$ cat src/rtl/mvu_rdr_pkg.sv
// Shared types and defaults for the MVU result reader.
package mvu_rdr_pkg;

    localparam int unsigned RDR_RD_LAT_DEF     = 2;
    localparam int unsigned RDR_FIFO_DEPTH_DEF = 4;

    typedef enum logic [1:0] {
        RDR_IDLE  = 2'd0,
        RDR_READ  = 2'd1,
        RDR_DRAIN = 2'd2,
        RDR_DONE  = 2'd3
    } rdr_state_e;

    // Tag riding alongside each outstanding read until its word returns.
    typedef struct packed {
        logic vld;
        logic last;
    } rdr_tag_t;

    // Bits needed to hold a count in 0..depth.
    function automatic int unsigned rdr_cnt_w(input int unsigned depth);
        return $clog2(depth + 1);
    endfunction

endpackage

$ cat src/rtl/mvu_result_reader_if.sv
// Read-client port toward the MVU plus the valid/ready result stream.
interface mvu_result_reader_if #(
    parameter int unsigned BDBANKA = 15,
    parameter int unsigned BDBANKW = 64
);
    logic               rdc_en;
    logic               rdc_grnt;
    logic [BDBANKA-1:0] rdc_addr;
    logic [BDBANKW-1:0] rdc_word;
    logic               m_valid;
    logic               m_ready;
    logic [BDBANKW-1:0] m_data;
    logic               m_last;

    // Reader side: issues reads, produces the stream.
    modport master (
        output rdc_en, rdc_addr, m_valid, m_data, m_last,
        input  rdc_grnt, rdc_word, m_ready
    );

    // MVU / sink side.
    modport slave (
        input  rdc_en, rdc_addr, m_valid, m_data, m_last,
        output rdc_grnt, rdc_word, m_ready
    );
endinterface

$ cat src/rtl/mvu_rdr_fifo.sv
// First-word-fall-through FIFO with occupancy count; DEPTH must be a power of two.
module mvu_rdr_fifo
    import mvu_rdr_pkg::*;
#(
    parameter int unsigned W     = 65,
    parameter int unsigned DEPTH = RDR_FIFO_DEPTH_DEF
) (
    input  logic                          clk,
    input  logic                          rst,
    input  logic                          push,
    input  logic [W-1:0]                  wdata,
    input  logic                          pop,
    output logic [W-1:0]                  rdata,
    output logic                          empty,
    output logic [rdr_cnt_w(DEPTH)-1:0]   count
);
    localparam int unsigned AW = $clog2(DEPTH);
    localparam int unsigned CW = rdr_cnt_w(DEPTH);

    logic [W-1:0]  mem [DEPTH];
    logic [AW-1:0] wr_ptr;
    logic [AW-1:0] rd_ptr;
    logic [CW-1:0] cnt;
    logic          do_push;
    logic          do_pop;

    // Qualified push/pop so a misuse can never corrupt the pointers.
    assign do_pop  = pop && (cnt != '0);
    assign do_push = push && (cnt != CW'(DEPTH));

    assign rdata = mem[rd_ptr];
    assign empty = (cnt == '0);
    assign count = cnt;

    // Storage write.
    always_ff @(posedge clk) begin
        if (do_push) begin
            mem[wr_ptr] <= wdata;
        end
    end

    // Pointers and occupancy; simultaneous push and pop both take effect.
    always_ff @(posedge clk or posedge rst) begin
        if (rst) begin
            wr_ptr <= '0;
            rd_ptr <= '0;
            cnt    <= '0;
        end else begin
            if (do_push) begin
                wr_ptr <= wr_ptr + AW'(1);
            end
            if (do_pop) begin
                rd_ptr <= rd_ptr + AW'(1);
            end
            cnt <= cnt + CW'(do_push) - CW'(do_pop);
        end
    end

endmodule

$ cat src/rtl/mvu_result_reader.sv
// Drains an MVU data memory through its read-client port into a valid/ready
// stream, with credit flow control so the output FIFO can never overflow.
// Optional macro MVU_RDR_IRQ_START_EN: a rising edge of mvu_irq_tap while
// idle launches a transfer like start.
module mvu_result_reader
    import mvu_rdr_pkg::*;
#(
    parameter int unsigned BDBANKA    = 15,
    parameter int unsigned BDBANKW    = 64,
    parameter int unsigned RD_LAT     = RDR_RD_LAT_DEF,
    parameter int unsigned FIFO_DEPTH = RDR_FIFO_DEPTH_DEF,
    parameter int unsigned LENW       = 16
) (
    input  logic                clk,
    input  logic                rst,
    input  logic                start,
    input  logic [BDBANKA-1:0]  base_addr,
    input  logic [LENW-1:0]     len,
    output logic                busy,
    output logic                done,
    input  logic                mvu_irq_tap,
    mvu_result_reader_if.master bus
);
    localparam int unsigned CW = rdr_cnt_w(FIFO_DEPTH);
    localparam int unsigned FW = BDBANKW + 1;

    rdr_state_e         state_q;
    rdr_state_e         state_d;
    logic [BDBANKA-1:0] addr_q;
    logic [LENW-1:0]    len_q;
    logic [LENW-1:0]    issue_cnt_q;
    logic [CW-1:0]      inflight_q;
    rdr_tag_t           pend_q [RD_LAT];

    logic               launch;
    logic               rd_en;
    logic               issue;
    logic               last_issue;
    logic               push;
    logic               pop;
    logic [CW-1:0]      credits;
    logic [CW-1:0]      fifo_count;
    logic               fifo_empty;
    logic [FW-1:0]      head;
    logic               head_last;

    // Launch decision: explicit start, optionally also an irq rising edge.
`ifdef MVU_RDR_IRQ_START_EN
    logic irq_q;

    always_ff @(posedge clk or posedge rst) begin
        if (rst) begin
            irq_q <= 1'b0;
        end else begin
            irq_q <= mvu_irq_tap;
        end
    end

    assign launch = (start || (mvu_irq_tap && !irq_q)) && !busy;
`else
    logic unused_irq;
    assign unused_irq = mvu_irq_tap;
    assign launch     = start && !busy;
`endif

    // Credits count FIFO slots not yet claimed by a stored or in-flight word.
    assign credits    = CW'(FIFO_DEPTH) - fifo_count - inflight_q;
    assign rd_en      = (state_q == RDR_READ) && (credits != '0);
    assign issue      = rd_en && bus.rdc_grnt;
    assign last_issue = (issue_cnt_q == len_q - LENW'(1));
    assign push       = pend_q[RD_LAT-1].vld;
    assign pop        = !fifo_empty && bus.m_ready;
    assign head_last  = head[BDBANKW];

    assign bus.rdc_en   = rd_en;
    assign bus.rdc_addr = addr_q;
    assign bus.m_valid  = !fifo_empty;
    assign bus.m_data   = fifo_empty ? '0 : head[BDBANKW-1:0];
    assign bus.m_last   = !fifo_empty && head_last;

    // busy drops in the cycle done pulses, so a new start is accepted in DONE.
    assign busy = (state_q == RDR_READ) || (state_q == RDR_DRAIN);
    assign done = (state_q == RDR_DONE);

    // State register.
    always_ff @(posedge clk or posedge rst) begin
        if (rst) begin
            state_q <= RDR_IDLE;
        end else begin
            state_q <= state_d;
        end
    end

    // Next-state logic.
    always_comb begin
        state_d = state_q;
        case (state_q)
            RDR_IDLE: begin
                if (launch) begin
                    state_d = (len == '0) ? RDR_DONE : RDR_READ;
                end
            end
            RDR_READ: begin
                if (issue && last_issue) begin
                    state_d = RDR_DRAIN;
                end
            end
            RDR_DRAIN: begin
                // The tagged last word leaving means nothing else remains.
                if (pop && head_last && (inflight_q == '0)) begin
                    state_d = RDR_DONE;
                end
            end
            RDR_DONE: begin
                if (launch) begin
                    state_d = (len == '0) ? RDR_DONE : RDR_READ;
                end else begin
                    state_d = RDR_IDLE;
                end
            end
            default: state_d = RDR_IDLE;
        endcase
    end

    // Request address, length, issue count and in-flight count.
    always_ff @(posedge clk or posedge rst) begin
        if (rst) begin
            addr_q      <= '0;
            len_q       <= '0;
            issue_cnt_q <= '0;
            inflight_q  <= '0;
        end else begin
            if (launch) begin
                addr_q      <= base_addr;
                len_q       <= len;
                issue_cnt_q <= '0;
            end else if (issue) begin
                addr_q      <= addr_q + BDBANKA'(1);
                issue_cnt_q <= issue_cnt_q + LENW'(1);
            end
            inflight_q <= inflight_q + CW'(issue) - CW'(push);
        end
    end

    // Return-tag shift register; the tail marks rdc_word valid this cycle.
    always_ff @(posedge clk or posedge rst) begin
        if (rst) begin
            for (int i = 0; i < int'(RD_LAT); i++) begin
                pend_q[i] <= '0;
            end
        end else begin
            pend_q[0] <= '{vld: issue, last: issue && last_issue};
            for (int i = 1; i < int'(RD_LAT); i++) begin
                pend_q[i] <= pend_q[i-1];
            end
        end
    end

    // Output buffer holding {last, word}.
    mvu_rdr_fifo #(
        .W     (FW),
        .DEPTH (FIFO_DEPTH)
    ) u_fifo (
        .clk   (clk),
        .rst   (rst),
        .push  (push),
        .wdata ({pend_q[RD_LAT-1].last, bus.rdc_word}),
        .pop   (pop),
        .rdata (head),
        .empty (fifo_empty),
        .count (fifo_count)
    );

endmodule

$ cat src/flat_wrapper.sv
// flat-port wrapper written by rule: the top's interface ports become plain ports
module mvu_result_reader_flat import mvu_rdr_pkg::*;
#(
    parameter int unsigned BDBANKA    = 15,
    parameter int unsigned BDBANKW    = 64,
    parameter int unsigned RD_LAT     = RDR_RD_LAT_DEF,
    parameter int unsigned FIFO_DEPTH = RDR_FIFO_DEPTH_DEF,
    parameter int unsigned LENW       = 16
)
  (clk, rst, start, base_addr, len, busy, done, mvu_irq_tap, bus_rdc_en, bus_rdc_addr, bus_m_valid, bus_m_data, bus_m_last, bus_rdc_grnt, bus_rdc_word, bus_m_ready);
  mvu_result_reader_if #(.BDBANKA(BDBANKA), .BDBANKW(BDBANKW)) bus_i ();
  input  logic clk;
  input  logic rst;
  input  logic start;
  input  logic [BDBANKA-1:0] base_addr;
  input  logic [LENW-1:0] len;
  output logic busy;
  output logic done;
  input  logic mvu_irq_tap;
  output wire logic [$bits(bus_i.rdc_en)-1:0] bus_rdc_en;
  output wire logic [$bits(bus_i.rdc_addr)-1:0] bus_rdc_addr;
  output wire logic [$bits(bus_i.m_valid)-1:0] bus_m_valid;
  output wire logic [$bits(bus_i.m_data)-1:0] bus_m_data;
  output wire logic [$bits(bus_i.m_last)-1:0] bus_m_last;
  input wire logic [$bits(bus_i.rdc_grnt)-1:0] bus_rdc_grnt;
  input wire logic [$bits(bus_i.rdc_word)-1:0] bus_rdc_word;
  input wire logic [$bits(bus_i.m_ready)-1:0] bus_m_ready;
  assign bus_rdc_en = bus_i.rdc_en;
  assign bus_rdc_addr = bus_i.rdc_addr;
  assign bus_m_valid = bus_i.m_valid;
  assign bus_m_data = bus_i.m_data;
  assign bus_m_last = bus_i.m_last;
  assign bus_i.rdc_grnt = bus_rdc_grnt;
  assign bus_i.rdc_word = bus_rdc_word;
  assign bus_i.m_ready = bus_m_ready;
  mvu_result_reader #(.BDBANKA(BDBANKA), .BDBANKW(BDBANKW), .RD_LAT(RD_LAT), .FIFO_DEPTH(FIFO_DEPTH), .LENW(LENW)) u_core (.clk(clk), .rst(rst), .start(start), .base_addr(base_addr), .len(len), .busy(busy), .done(done), .mvu_irq_tap(mvu_irq_tap), .bus(bus_i));
endmodule
$ cat config.mk
export PLATFORM = sky130hd
export DESIGN_NAME = mvu_result_reader_flat
export DESIGN_NICKNAME = d
export VERILOG_FILES = /design/src/rtl/mvu_rdr_pkg.sv /design/src/rtl/mvu_result_reader_if.sv /design/src/rtl/mvu_rdr_fifo.sv /design/src/rtl/mvu_result_reader.sv /design/src/flat_wrapper.sv
export SDC_FILE = /design/constraint.sdc
export NUM_CORES = 1
export LEC_CHECK = 0
export ABC_AREA = 1
export ABC_CLOCK_PERIOD_IN_PS = 4600
export BUFFER_PORTS_ARGS = -buffer_cell sky130_fd_sc_hd__buf_4
export CORE_ASPECT_RATIO = 0.7
export CORE_MARGIN = 4
export CORE_UTILIZATION = 50
export DETAILED_ROUTE_END_ITERATION = 6
export GPL_ROUTABILITY_DRIVEN = 1
export PLACE_DENSITY = 0.81
export SETUP_SLACK_MARGIN = 0.2
export SYNTH_ARGS = -nofsm -noshare
export SYNTH_HDL_FRONTEND = slang
export SYNTH_SLANG_ARGS = --single-unit
$ cat constraint.sdc
create_clock -name clk -period 4.6 [get_ports clk]
set_input_delay 0.46 -clock clk [delete_from_list [all_inputs] [get_ports clk]]
set_output_delay 0.46 -clock clk [all_outputs]
set_load 0.01 [all_outputs]
Word-level counts from Yosys, hierarchy flattened
Memories as Yosys holds them, arrays and structs flattened.
Cells that the tools add are included.
- add/sub/neg operators: 11
- eq/ne operators: 8
- muxes and demuxes: 13
- reductions and logical operators: 21
- operators with widths (operator ; count):
    $mux W64 ; 1
    $mux W16 ; 2
    $mux W15 ; 2
    $add A16 B1 Y16 const B ; 1
    $eq A16 B16 Y1 ; 1
    $logic_not A16 Y1 ; 1
    $sub A16 B1 Y16 const B ; 1
    $add A15 B1 Y15 const B ; 1
    $logic_and A1 B1 Y1 ; 10
    $mux W2 ; 5
    $pmux W2 S4 ; 1
    $add A3 B1 Y3 ; 2
    $logic_not A3 Y1 ; 2
    $reduce_bool A3 Y1 ; 2
    $sub A3 B1 Y3 ; 2
    $add A2 B1 Y2 const B ; 2
    $eq A2 B2 Y1 const B ; 2
    $ne A2 B2 Y1 const B ; 2
    $ne A3 B3 Y1 const B ; 1
    $reduce_and A3 Y1 ; 1
    $sub A3 B3 Y3 ; 1
    $sub A3 B3 Y3 const A ; 1
    $eq A2 B1 Y1 const B ; 1
    $logic_not A1 Y1 ; 2
    5 further kinds ; 6
- bits in registers: 63
- RAM bits: 260
- bits of input ports: 101
- output and inout port bits: 84
- logic and storage cells: 66
- memories kept: 1
- memories (name ; depth ; bits a word ; rd ports ; clocked after Yosys merged registers in ; wr ports ; RTL line ; RTL):
    u_core.u_fifo.mem ; 4 ; 65 ; 1 ; 0 ; 1 ; mvu_rdr_fifo.sv:20 ; logic [W-1:0] mem [DEPTH];

Logic depth before layout (Yosys ltp)
- depth in word-level cells: 8
- gate-level depth with buffers: 16

By module
Synthesis repeated with hierarchy kept, for this count alone.
- cells, all modules: 1507
- area total of the unflattened synthesis: 14774.2 µm²
- modules (own cells, without submodules) (module ; instances ; cells each ; area an instance (µm²) ; sequential area each (µm²)):
    mvu_rdr_fifo ; 1 ; 882 ; 10687.8 ; 7982.7
    mvu_result_reader ; 1 ; 625 ; 4086.4 ; 1401.3

Worst setup path after synthesis
OpenSTA, ideal clock, no wires.
- kind: register to register
- start point: register u_core.u_fifo.wr_ptr[0]
- end point: memory u_core.u_fifo.mem[2][0], enable pin
- setup time: 0.489 ns
- arrival time: 3.368 ns
- data required time: 4.111 ns
- setup slack: 0.744 ns
- cell stages (with the launch flop): 5
- period minus slack after synthesis: 3.856 ns
- cell sequence: dfrtp_1 > inv_1 > ha_1 > inv_1 > nor2_1
- RTL lines (element ; RTL line ; RTL):
    start, declared ; mvu_rdr_fifo.sv:21 ; logic [AW-1:0] wr_ptr;
    start signal, assigned ; mvu_rdr_fifo.sv:50 ; wr_ptr <= wr_ptr + AW'(1);
    end, declared ; mvu_rdr_fifo.sv:20 ;
No word-level cell before the write port.

Worst setup path in the final report
- start point: register u_core.u_fifo.rd_ptr[0]
- end point: output bus_m_data[7]
- cells in the longest elaborated chain, start to end: 2
- RTL lines (element ; RTL line ; RTL):
    start, declared ; mvu_rdr_fifo.sv:22 ; logic [AW-1:0] rd_ptr;
    start signal, assigned ; mvu_rdr_fifo.sv:53 ; rd_ptr <= rd_ptr + AW'(1);
    $mem_v2 Z4 W65 ; -- ;
    $mux W64 ; mvu_result_reader.sv:78 ; assign bus.m_data = fifo_empty ? '0 : head[BDBANKW-1:0];
    end, declared ; flat_wrapper.sv:23 ; output wire logic [$bits(bus_i.m_data)-1:0] bus_m_data;
Every way passes these cells.

==> summary.md <==
| Metric | Value |
|---|---|
| I/O pin total | `185` |
| GRT Residual Overflow | `0` |
| Clock Sinks | `323` |
| IO Port Bufs | `approximately 180` |
| Syn Area/Cell | `10.7 um^2` |
| Comb power frac | `approximately 40%` |
| First-pass DRT Iterations | `6` |
| Setup TNS Final | `0 ps` |
| Crit Path Class | `register to output pin` |
| Synth warnings | `0` |
| TritonCTS clock tree | `done` |
| Leakage | `6.52 nW` |
| Max cap viols | `0` |
| Power per Cell Area | `roughly 670 mW/mm^2` |
| Critical Path RT | `about 4100 ps` |
| Initial antenna violation count | `1` |
| Reg power frac | `36.3%` |
| Synth area leader | `edfxtp_1` |
| Total number of vias | `10.0k` |
| Critical Path AT | `3000 ps` |
| Die area | `between 0.03 and 0.04 mm^2` |
| DP Area | `0.0157 mm^2` |
| Highest-count cells in the layout ignoring fill and taps | `nor2_1, edfxtp_1, buf_4` |
| Final core occ | `61.9%` |
| CP Launch Type | `register` |
| Final Hold Viols | `0` |
| Crit-path slowest cell | `dfrtp_4` |
| First-pass GRT wire length | `52100 um` |
| Ranking of synthesized cells by area | `edfxtp_1, dfrtp_1, nor2_1` |
| CTS Hold Bufs | `1` |
| Antenna Nets Post-Route | `0` |
| Core area | `0.0272 mm^2` |
| Slew HR | `18.6%` |
| Cell Area, Synth | `0.0140 mm^2` |
| Worst-path clk slew | `70 ps` |
| Period utilisation layout | `75.1%` |
| Synth Net Count | `1433` |
| Vias in the first global route | `9958` |
| Power share of the clock group | `23.4%` |
| FF+latch count, synth | `323` |
| Async set or reset register ratio after synthesis | `19.5%` |
| Post-CTS Resized | `0` |
| RSZ-0062 raised after global routing | `false` |
| Unique masters post-synth | `44` |
| Die Wd | `208 um` |
| Final min period | `3460 ps` |
| Pint | `6.95 mW` |
| Net Sw Power | `around 4.2 mW` |
| Post-synth EDFFs | `260` |
| HPWL Detailed | `approximately 20000 um` |
| Fillers | `2135` |
| Row count | `50` |
| Final Max Slew Viols | `0` |
| Clk Latency, worst-skew pair | `about 560 ps` |
| VDD IR-drop max | `between 400 and 500 uV` |
| Crit. End Element | `output pin` |
| Status | `finished, final reports clean` |
| Number of buffers created by CTS | `31` |
| H-tree Lvls | `1` |
| Share of the synthesized area in the top cell type | `55.6%` |
| Fraction of layout cells with a size suffix above 1 | `19.1%` |
| Main synth FF type | `edfxtp_1` |
| Crit path cell chain | `buf_4 > nor2_1 > nor2_1 > o21ai_0 > a21oi_1 > buf_4` |
| Root Driver | `clkbuf_16` |
| Switching Share | `a little under two fifths` |
| Placer Congestion | `0.895` |
| Post-CTS Setup Inserts | `0` |
| Setup Viol. Count Final | `0` |
| Clk buf depth | `3` |
| Vias per inst | `5.38` |
| Slew @ Worst Pin | `1210 ps` |
| Die height | `148 um` |
| Number of remaining DRC errors | `0` |
| Gate count of the mapped netlist | `1312` |
| Fmax | `289 MHz` |
| Register area share after synthesis | `66.9%` |
| Final instance area | `0.0168 mm^2` |
| Multi-input gate area | `approximately 0.0041 mm^2` |
| Most common cell after layout, fill and taps aside | `nor2_1` |
| Clock skew | `between 9 and 10 ps` |
| Initial DRC Count | `820` |
| Post-layout nets | `1602` |
| Reg area | `0.00939 mm^2` |
| Starting Density | `51.7%` |
| Wire per inst | `17.4 um` |
| CP peak stage delay | `just over 1000 ps` |
| All-Layer GR Usage | `just over 20%` |
| Post-Route WL | `roughly 33000 um` |
| Largest net degree at the start of global routing | `between 80 and 90` |
| Worst Path Max Fanout | `80` |
| Synthesis-to-layout area growth | `19.8%` |
| Worst Hold Class | `input port to register` |
==> flip-flops by register name, summed over array words and instances (netlist names), 3 cells and up <==
name                 flops
u_core.u_fifo.count      3
u_core.issue_cnt_q      16
u_core.bus.rdc_addr     15
u_core.inflight_q        3
u_core.len_q            16
u_core.u_fifo.mem      260
u_core.pend_q            3
==> area by class of cell <==
type,count,share of cell area (%)
multi-input combinational,848,24.6
clock inverter,21,1.42
antenna,1,0.0149
timing repair buffer,196,8.77
sequential,323,55.9
clock buffer,35,4.82
tap,364,2.71
inverter,81,1.82
==> power by group through the flow <==
stage / sequential, mW / combinational (mW) / clock [mW]
2_1_floorplan: 3.98 / 2.83 / 0
6_report: 4.06 / 4.50 / 2.62
5_1_grt: 4.12 / 5.03 / 2.81
3_3_place_gp: 4.09 / 4.37 / 0
4_1_cts: 4.06 / 4.53 / 2.68
3_5_place_dp: 4.11 / 4.51 / 0
==> path summary, 6_finish.rpt <==
path                                               from                        to  slack (ps)  cells past startpoint
worst max register to register   u_core.u_fifo.count[1]    u_core.u_fifo.count[2]        1660                      8
max in group asynchronous                           rst           u_core.len_q[8]        3130                      4
worst min register to register         u_core.pend_q[2]          u_core.pend_q[0]         350                      0
min in group asynchronous                           rst    u_core.bus.rdc_addr[1]         550                      3
worst max-delay path            u_core.u_fifo.rd_ptr[0]             bus_m_data[7]        1140                      6
worst min-delay path                   bus_rdc_word[61]  u_core.u_fifo.mem[0][61]         100                      1
==> logic make-up after synthesis <==
logic type	after synthesis	synth area share, %
adder cells (fa/ha/maj)	20	1.89
multiplexers	1	0.0713
XOR/XNOR	21	1.31
AND/OR/NAND/NOR	542	16.0
buffers and inverters	141	3.93
flip-flops	323	66.9
AO/OA/AOI/OAI	264	9.94
==> per-stage QoR <==
step / worst slack [ps] / instances / total power [mW] / hold slack, ps
floorplan: 744 / 1312 / 6.81 / 331
global placement: 1770 / 1811 / 8.46 / 334
detailed placement: 1740 / 1811 / 8.62 / 337
CTS: 1120 / 1868 / 11.3 / 63.8
global route: 906 / 1869 / 12.0 / 73.2
finish: 1140 / 1869 / 11.2 / 99.9
==> critical path, delay by kind of cell, from the launching register on <==
family | cells | cell delay [ps]
flip-flops | 1 | 1010
AO/OA/AOI/OAI | 2 | 370
buffers and inverters | 2 | 800
AND/OR/NAND/NOR | 2 | 210
==> synth_stat cells (2+ instances only) <==
library cell and number:
nor4_1 5, nand3_1 34, a221oi_1 2, nand2_2 4, nor2_2 11, inv_2 6, dfrtp_1 63, a32oi_1 2
nor3_1 9, o22ai_1 4, buf_2 6, nand3b_1 4, xnor2_1 7, nand2_1 149, clkbuf_1 37, ha_1 18
xor2_1 14, nor2_4 4, edfxtp_1 260, a22oi_1 3, a31oi_1 4, o21ai_1 2, nand4_1 4, buf_1 15
buf_6 2, a21oi_1 83, nor2_1 313, o21ai_0 155, inv_1 75, nand3_2 2, fa_1 2
==> metal layers <==
| metal | up-vias | part of all wire (%) | track usage [%] |
|---|---|---|---|
| met1 | 4816 | 45 | 29.3 |
| met2 | 358 | 46 | 33.5 |
| li1 | 4824 | - | - |
| met4 | 0 | 2.2 | 5.71 |
| met5 | - | 0 | 0 |
| met3 | 51 | 7.2 | 3.86 |
Power figures use the tool's default switching activity.
